==> config.mk <==
export PLATFORM = sky130hd
export DESIGN_NAME = calc_responder
export DESIGN_NICKNAME = d
export VERILOG_FILES = /design/src/rtl/calc_pkg.sv /design/src/rtl/calc_iter_datapath.sv /design/src/rtl/calc_responder.sv
export SDC_FILE = /design/constraint.sdc
export NUM_CORES = 1
export LEC_CHECK = 0
export CAP_MARGIN = 20
export CORE_MARGIN = 5
export CORE_UTILIZATION = 67
export DETAILED_ROUTE_END_ITERATION = 16
export DONT_BUFFER_PORTS = 1
export MAX_ROUTING_LAYER = met4
export PLACE_DENSITY = 0.85
export SYNTH_ARGS = -nofsm -noshare
export SYNTH_HDL_FRONTEND = slang
export SYNTH_SLANG_ARGS = --single-unit
==> constraint.sdc <==
create_clock -name clk -period 5.6 [get_ports clk]
set_clock_uncertainty 0.05 [all_clocks]
set_input_delay 0.28 -clock clk [delete_from_list [all_inputs] [get_ports clk]]
set_output_delay 0.28 -clock clk [all_outputs]
set_load 0.02 [all_outputs]
==> src/rtl/calc_pkg.sv <==
// Shared definitions for the calculator responder: op-select encoding and
// the control FSM state type.
package calc_pkg;

    localparam logic [1:0] OP_ADD = 2'b00;
    localparam logic [1:0] OP_SUB = 2'b01;
    localparam logic [1:0] OP_MUL = 2'b10;
    localparam logic [1:0] OP_DIV = 2'b11;

    typedef enum logic [1:0] {
        ST_IDLE = 2'b00,
        ST_MUL  = 2'b01,
        ST_DIV  = 2'b10,
        ST_DONE = 2'b11
    } state_t;

endpackage

==> src/rtl/calc_iter_datapath.sv <==
// Iterative multiply (shift-add) and restoring divide datapath; one step per
// cycle for exactly WIDTH cycles after start. Requires WIDTH >= 2.
module calc_iter_datapath
    import calc_pkg::*;
#(
    parameter int WIDTH = 2
) (
    input  logic                 clk,
    input  logic                 rst,
    input  logic                 start,
    input  logic [1:0]           op,
    input  logic [WIDTH-1:0]     a,
    input  logic [WIDTH-1:0]     b,
    output logic                 done,
    output logic [2*WIDTH-1:0]   result
);

    localparam int CW = $clog2(WIDTH) + 1;
    localparam logic [CW-1:0] CNT_ZERO = CW'(0);
    localparam logic [CW-1:0] CNT_ONE  = CW'(1);
    localparam logic [CW-1:0] CNT_LAST = CW'(WIDTH - 1);

    logic                 busy_r;
    logic [1:0]           op_r;
    logic [CW-1:0]        cnt_r;
    logic [2*WIDTH-1:0]   acc_r;
    logic [2*WIDTH-1:0]   mcand_r;
    logic [WIDTH-1:0]     mplier_r;
    logic [WIDTH-1:0]     rem_r;
    logic [WIDTH-1:0]     quo_r;
    logic [WIDTH-1:0]     dvsr_r;

    logic [2*WIDTH-1:0]   acc_n_s;
    logic [WIDTH:0]       rem_sh_s;
    logic [WIDTH:0]       diff_s;
    logic [WIDTH-1:0]     rem_n_s;
    logic [WIDTH-1:0]     quo_n_s;

    // One multiply step and one restoring-divide step, both from current state
    always_comb begin
        acc_n_s  = acc_r;
        rem_sh_s = {rem_r, quo_r[WIDTH-1]};
        diff_s   = rem_sh_s - {1'b0, dvsr_r};
        rem_n_s  = rem_r;
        quo_n_s  = quo_r;
        if (mplier_r[0]) begin
            acc_n_s = acc_r + mcand_r;
        end else begin
            acc_n_s = acc_r;
        end
        // No borrow means the shifted remainder covers the divisor: keep the difference
        if (!diff_s[WIDTH]) begin
            rem_n_s = diff_s[WIDTH-1:0];
            quo_n_s = {quo_r[WIDTH-2:0], 1'b1};
        end else begin
            rem_n_s = rem_sh_s[WIDTH-1:0];
            quo_n_s = {quo_r[WIDTH-2:0], 1'b0};
        end
    end

    // Result is the post-step value so the top can capture it on the last edge
    always_comb begin
        done = busy_r && (cnt_r == CNT_LAST);
        if (op_r == OP_MUL) begin
            result = acc_n_s;
        end else begin
            result = {rem_n_s, quo_n_s};
        end
    end

    // Operand load on start, then one iteration per cycle while busy
    always_ff @(posedge clk) begin
        if (rst) begin
            busy_r   <= 1'b0;
            op_r     <= OP_ADD;
            cnt_r    <= CNT_ZERO;
            acc_r    <= {(2*WIDTH){1'b0}};
            mcand_r  <= {(2*WIDTH){1'b0}};
            mplier_r <= {WIDTH{1'b0}};
            rem_r    <= {WIDTH{1'b0}};
            quo_r    <= {WIDTH{1'b0}};
            dvsr_r   <= {WIDTH{1'b0}};
        end else if (start) begin
            busy_r   <= 1'b1;
            op_r     <= op;
            cnt_r    <= CNT_ZERO;
            acc_r    <= {(2*WIDTH){1'b0}};
            mcand_r  <= {{WIDTH{1'b0}}, a};
            mplier_r <= b;
            rem_r    <= {WIDTH{1'b0}};
            quo_r    <= a;
            dvsr_r   <= b;
        end else if (busy_r) begin
            acc_r    <= acc_n_s;
            mcand_r  <= mcand_r << 1;
            mplier_r <= mplier_r >> 1;
            rem_r    <= rem_n_s;
            quo_r    <= quo_n_s;
            if (done) begin
                busy_r <= 1'b0;
                cnt_r  <= CNT_ZERO;
            end else begin
                cnt_r  <= cnt_r + CNT_ONE;
            end
        end
    end

endmodule

==> src/rtl/calc_responder.sv <==
// Handshaked calculator responder: accepts one op per transaction, computes
// add/sub directly and mul/div through the iterative datapath, holds result.
module calc_responder
    import calc_pkg::*;
#(
    parameter int WIDTH = 2
) (
    input  logic                 clk,
    input  logic                 rst,
    input  logic                 in_valid,
    output logic                 in_ready,
    input  logic [WIDTH-1:0]     a,
    input  logic [WIDTH-1:0]     b,
    input  logic                 s1,
    input  logic                 s0,
    output logic                 out_valid,
    input  logic                 out_ready,
    output logic [2*WIDTH-1:0]   y,
    output logic                 yrep
);

    state_t               state_r;
    logic                 in_ready_r;
    logic                 out_valid_r;
    logic [2*WIDTH-1:0]   y_r;
    logic                 yrep_r;

    logic [1:0]           op_s;
    logic                 b_zero_s;
    logic                 start_s;
    logic                 iter_done_s;
    logic [2*WIDTH-1:0]   iter_result_s;
    logic [2*WIDTH-1:0]   quick_y_s;
    logic                 quick_rep_s;

    assign op_s     = {s1, s0};
    assign b_zero_s = (b == {WIDTH{1'b0}});

    // Only mul and non-zero div need the iterative engine
    always_comb begin
        start_s = 1'b0;
        if ((state_r == ST_IDLE) && in_valid) begin
            start_s = (op_s == OP_MUL) || ((op_s == OP_DIV) && !b_zero_s);
        end else begin
            start_s = 1'b0;
        end
    end

    // Single-cycle results: add, sub (magnitude plus borrow) and divide-by-zero
    always_comb begin
        quick_y_s   = {(2*WIDTH){1'b0}};
        quick_rep_s = 1'b0;
        case (op_s)
            OP_ADD: begin
                quick_y_s   = {{WIDTH{1'b0}}, a} + {{WIDTH{1'b0}}, b};
                quick_rep_s = 1'b0;
            end
            OP_SUB: begin
                if (a < b) begin
                    quick_y_s   = {{WIDTH{1'b0}}, b - a};
                    quick_rep_s = 1'b1;
                end else begin
                    quick_y_s   = {{WIDTH{1'b0}}, a - b};
                    quick_rep_s = 1'b0;
                end
            end
            OP_DIV: begin
                quick_y_s   = {(2*WIDTH){1'b0}};
                quick_rep_s = 1'b1;
            end
            default: begin
                quick_y_s   = {(2*WIDTH){1'b0}};
                quick_rep_s = 1'b0;
            end
        endcase
    end

    calc_iter_datapath #(
        .WIDTH (WIDTH)
    ) u_iter (
        .clk    (clk),
        .rst    (rst),
        .start  (start_s),
        .op     (op_s),
        .a      (a),
        .b      (b),
        .done   (iter_done_s),
        .result (iter_result_s)
    );

    // Control FSM with registered handshake and result outputs
    always_ff @(posedge clk) begin
        if (rst) begin
            state_r     <= ST_IDLE;
            in_ready_r  <= 1'b1;
            out_valid_r <= 1'b0;
            y_r         <= {(2*WIDTH){1'b0}};
            yrep_r      <= 1'b0;
        end else begin
            case (state_r)
                ST_IDLE: begin
                    if (in_valid) begin
                        in_ready_r <= 1'b0;
                        if (start_s) begin
                            state_r <= (op_s == OP_MUL) ? ST_MUL : ST_DIV;
                        end else begin
                            state_r     <= ST_DONE;
                            out_valid_r <= 1'b1;
                            y_r         <= quick_y_s;
                            yrep_r      <= quick_rep_s;
                        end
                    end
                end
                ST_MUL, ST_DIV: begin
                    if (iter_done_s) begin
                        state_r     <= ST_DONE;
                        out_valid_r <= 1'b1;
                        y_r         <= iter_result_s;
                        yrep_r      <= 1'b0;
                    end
                end
                ST_DONE: begin
                    if (out_ready) begin
                        state_r     <= ST_IDLE;
                        out_valid_r <= 1'b0;
                        in_ready_r  <= 1'b1;
                    end
                end
                default: begin
                    state_r     <= ST_IDLE;
                    in_ready_r  <= 1'b1;
                    out_valid_r <= 1'b0;
                end
            endcase
        end
    end

    assign in_ready  = in_ready_r;
    assign out_valid = out_valid_r;
    assign y         = y_r;
    assign yrep      = yrep_r;

endmodule

==> run metrics <==
Die H=60.3 µm; final hold slack=0.0609 ns; via count=1353; Skew-Pair Late Insertion Delay=0.34 ns; synthesized cell area=1690 µm²; worst reg2reg path depth=4; final setup fails=0; first-pass GRT wire length=5.99 mm; critical path capture point type=flip-flop; Slew @ Worst Pin=0.836 ns; final hold vios=0; Switching Fraction=36.8%; period utilization=41.0%; clk root buf=clkbuf_4; vias per cell=6.01; largest net degree at the start of global routing=22; Pwr Density=467 nW/µm²; number of core rows=18; DR DRC count=0; setup tns final=0 ns; GR Util All Layers=23.4%; sequential power share=37.9%; total global routing overflow=0; pre-CTS setup slack=3.34 ns; share of post-route cells with drive strength above 1=7.18%; Distinct cells, synth=39; Mapped Avg Cell Area=8.69 µm²; leakage power=0.000698 µW; Pre-antenna DRT Iters=4; CP Data Arrival Time=2.48 ns; Detail Route Antenna Nets=0; Bufs on Longest Clock Path=2; synthesized net count=219; clock-pin slew on the worst setup and hold paths=0.11 ns; post-synth top area share=35.5%; kind of critical path=reg2reg; WL/cell=15.4 µm; Internal=536 µW; IO Count=17; Hold Crit Depth=2; CTS sink cnt=30; CTS Buf Count=5; critical path peak fanout=21; DP HPWL=2.49 mm; core area=2450 µm²; port bufs=0; CTS tree=yes; worst setup margin=3.30 ns; final WL=3.47 mm; GP Congestion=0.839; Clock power frac=27.1%; die area=3630 µm²; FMAX=435 MHz; crit path launch type=flip-flop; Tmin final=2.30 ns; Synth Instances=195; total power=848 µW; Peak VDD IR=415 µV; worst min-delay path class=in2reg; chip width=60.3 µm; status=completed; RSZ-0062 raised after global routing=no; Post-CTS Resized=0; register area share after synthesis=35.5%; H-tree Lvls=2; Final nets=218; Synthesis Warnings=0; initial antenna violation count=0; max cap viols=0; largest cells by area after synthesis=dfxtp_1 (35%), ha_1 (7.4%), mux2i_1 (7.1%), nor2_1 (6.0%), a21oi_1 (5.0%); Post-Route Utilization=74.0%; Comb power frac=35.0%; Slew Limit Fails=0; Initial Util=69.0%; antenna fix cells=0; NetSw=312 µW; Yosys reg bits=30; Area Growth Syn to Fin=7.16%; Initial DRC Count=57; Slew headroom=44.2%; area leader, netlist=dfxtp_1; vias in the first global route=1293; CP required=5.79 ns
synthesized netlist by cell type (all sizes together):
cell     instances
a2111oi          1
a211oi           3
a21o             2
a21oi           18
a221oi           1
a22oi            1
a311oi           4
and3             2
buf              4
clkbuf           5
dfxtp           30
fa               4
ha              10
inv             16
mux2             1
mux2i           12
nand2           17
nand2b           3
nand3            2
nand3b           1
nor2            27
nor2b            3
nor3             4
nor3b            1
nor4b            1
o211ai           3
o21a             1
o21ai            4
o21bai           2
o22ai            1
o311a            1
or3              2
or3b             1
or4              1
xnor2            3
xor2             3
sequential cells by signal, summed over array words and instances (netlist names):
name and flops:
yrep 1, u_iter.mcand_r 4, u_iter.op_r 2, u_iter.dvsr_r 2
y 4, out_valid 1, in_ready 1, u_iter.acc_r 4
u_iter.mplier_r 2, u_iter.busy_r 1, u_iter.rem_r 2, u_iter.cnt_r 2
u_iter.quo_r 2, state_r 2
cell usage in the layout, fill, tap and decap left out, drive strengths merged:
cell type    Yosys  layout
dfxtp           30      30
nor2            27      27
a21oi           18      18
nand2           17      17
inv             16      16
mux2i           12      12
ha              10      10
clkbuf           5       6
nor3             4       4
a311oi           4       4
o21ai            4       4
fa               4       4
nand2b           3       3
xnor2            3       3
nor2b            3       3
a211oi           3       3
o211ai           3       3
xor2             3       3
nand3            2       2
a21o             2       2
and3             2       2
o21bai           2       2
or3              2       2
bufinv           0       2
nand3b           1       1
a221oi           1       1
a2111oi          1       1
nor4b            1       1
o311a            1       1
a22oi            1       1
mux2             1       1
nor3b            1       1
or3b             1       1
or4              1       1
o21a             1       1
o22ai            1       1
dlygate4sd3      0       1
critical path, cell delays in order, from the launching register on:
cell      delay (ns)
dfxtp_1         0.88
nand3b_2        0.23
a221oi_1        0.62
a21oi_1         0.15
a311oi_1        0.28
path summary, 6_finish.rpt:
kind / startpoint / end / slack [ns]
max: u_iter.busy_r / out_valid / 3.30
min: a[0] / u_iter.mcand_r[0] / 0.06
max reg2reg: u_iter.busy_r / out_valid / 3.30
min reg2reg: u_iter.dvsr_r[1] / u_iter.dvsr_r[1] / 0.41
kinds of logic (layout without fill, tap and decap cells):
family	after synthesis	count (layout)	synth area share, %
mux	13	13	7.76
compound gates	42	42	17.6
xor+xnor	6	6	3.55
fa+ha+maj	14	14	12.1
flops	30	30	35.5
buf+inv	25	25	5.76
simple gates	65	65	17.8
metal layers:
metal / global-route usage, % / wire [µm] / vias to the layer above
met5: - / 0 / -
met4: 12.7 / 81 / 0
met3: 8.64 / 245 / 8
met2: 34.4 / 1630 / 40
met1: 27.5 / 1520 / 637
li1: - / - / 668
power by group through the flow:
stage               clock [µW]  combinational, µW  sequential (µW)
floorplan                    0                261              307
CTS                        232                295              321
global placement             0                285              324
finish                     230                297              321
global route               245                335              329
detailed placement           0                290              326
timing repair:
| action | CTS | global route |
|---|---|---|
| hold endpoints to repair | 18 | 0 |
| hold buffers | 1 | 0 |
| buffers inserted | 0 | 0 |
stage by stage:
stage	instances	cell area, µm²
after global routing	225	1820
final	225	1820
after floorplan	195	1690
after global placement	216	1690
after detailed placement	216	1690
after CTS	225	1820
final cells by class:
| cell class | count | area [µm²] |
|---|---|---|
| well taps | 30 | 37.5 |
| clock buffers | 6 | 51.3 |
| inverters | 16 | 60.1 |
| repair buffers | 1 | 10.0 |
| clock inverters | 2 | 60.1 |
| multi-input cells | 140 | 996 |
| fillers | 194 | 639 |
| flip-flops and latches | 30 | 601 |
No activity file was read; power rests on OpenSTA's default activity.
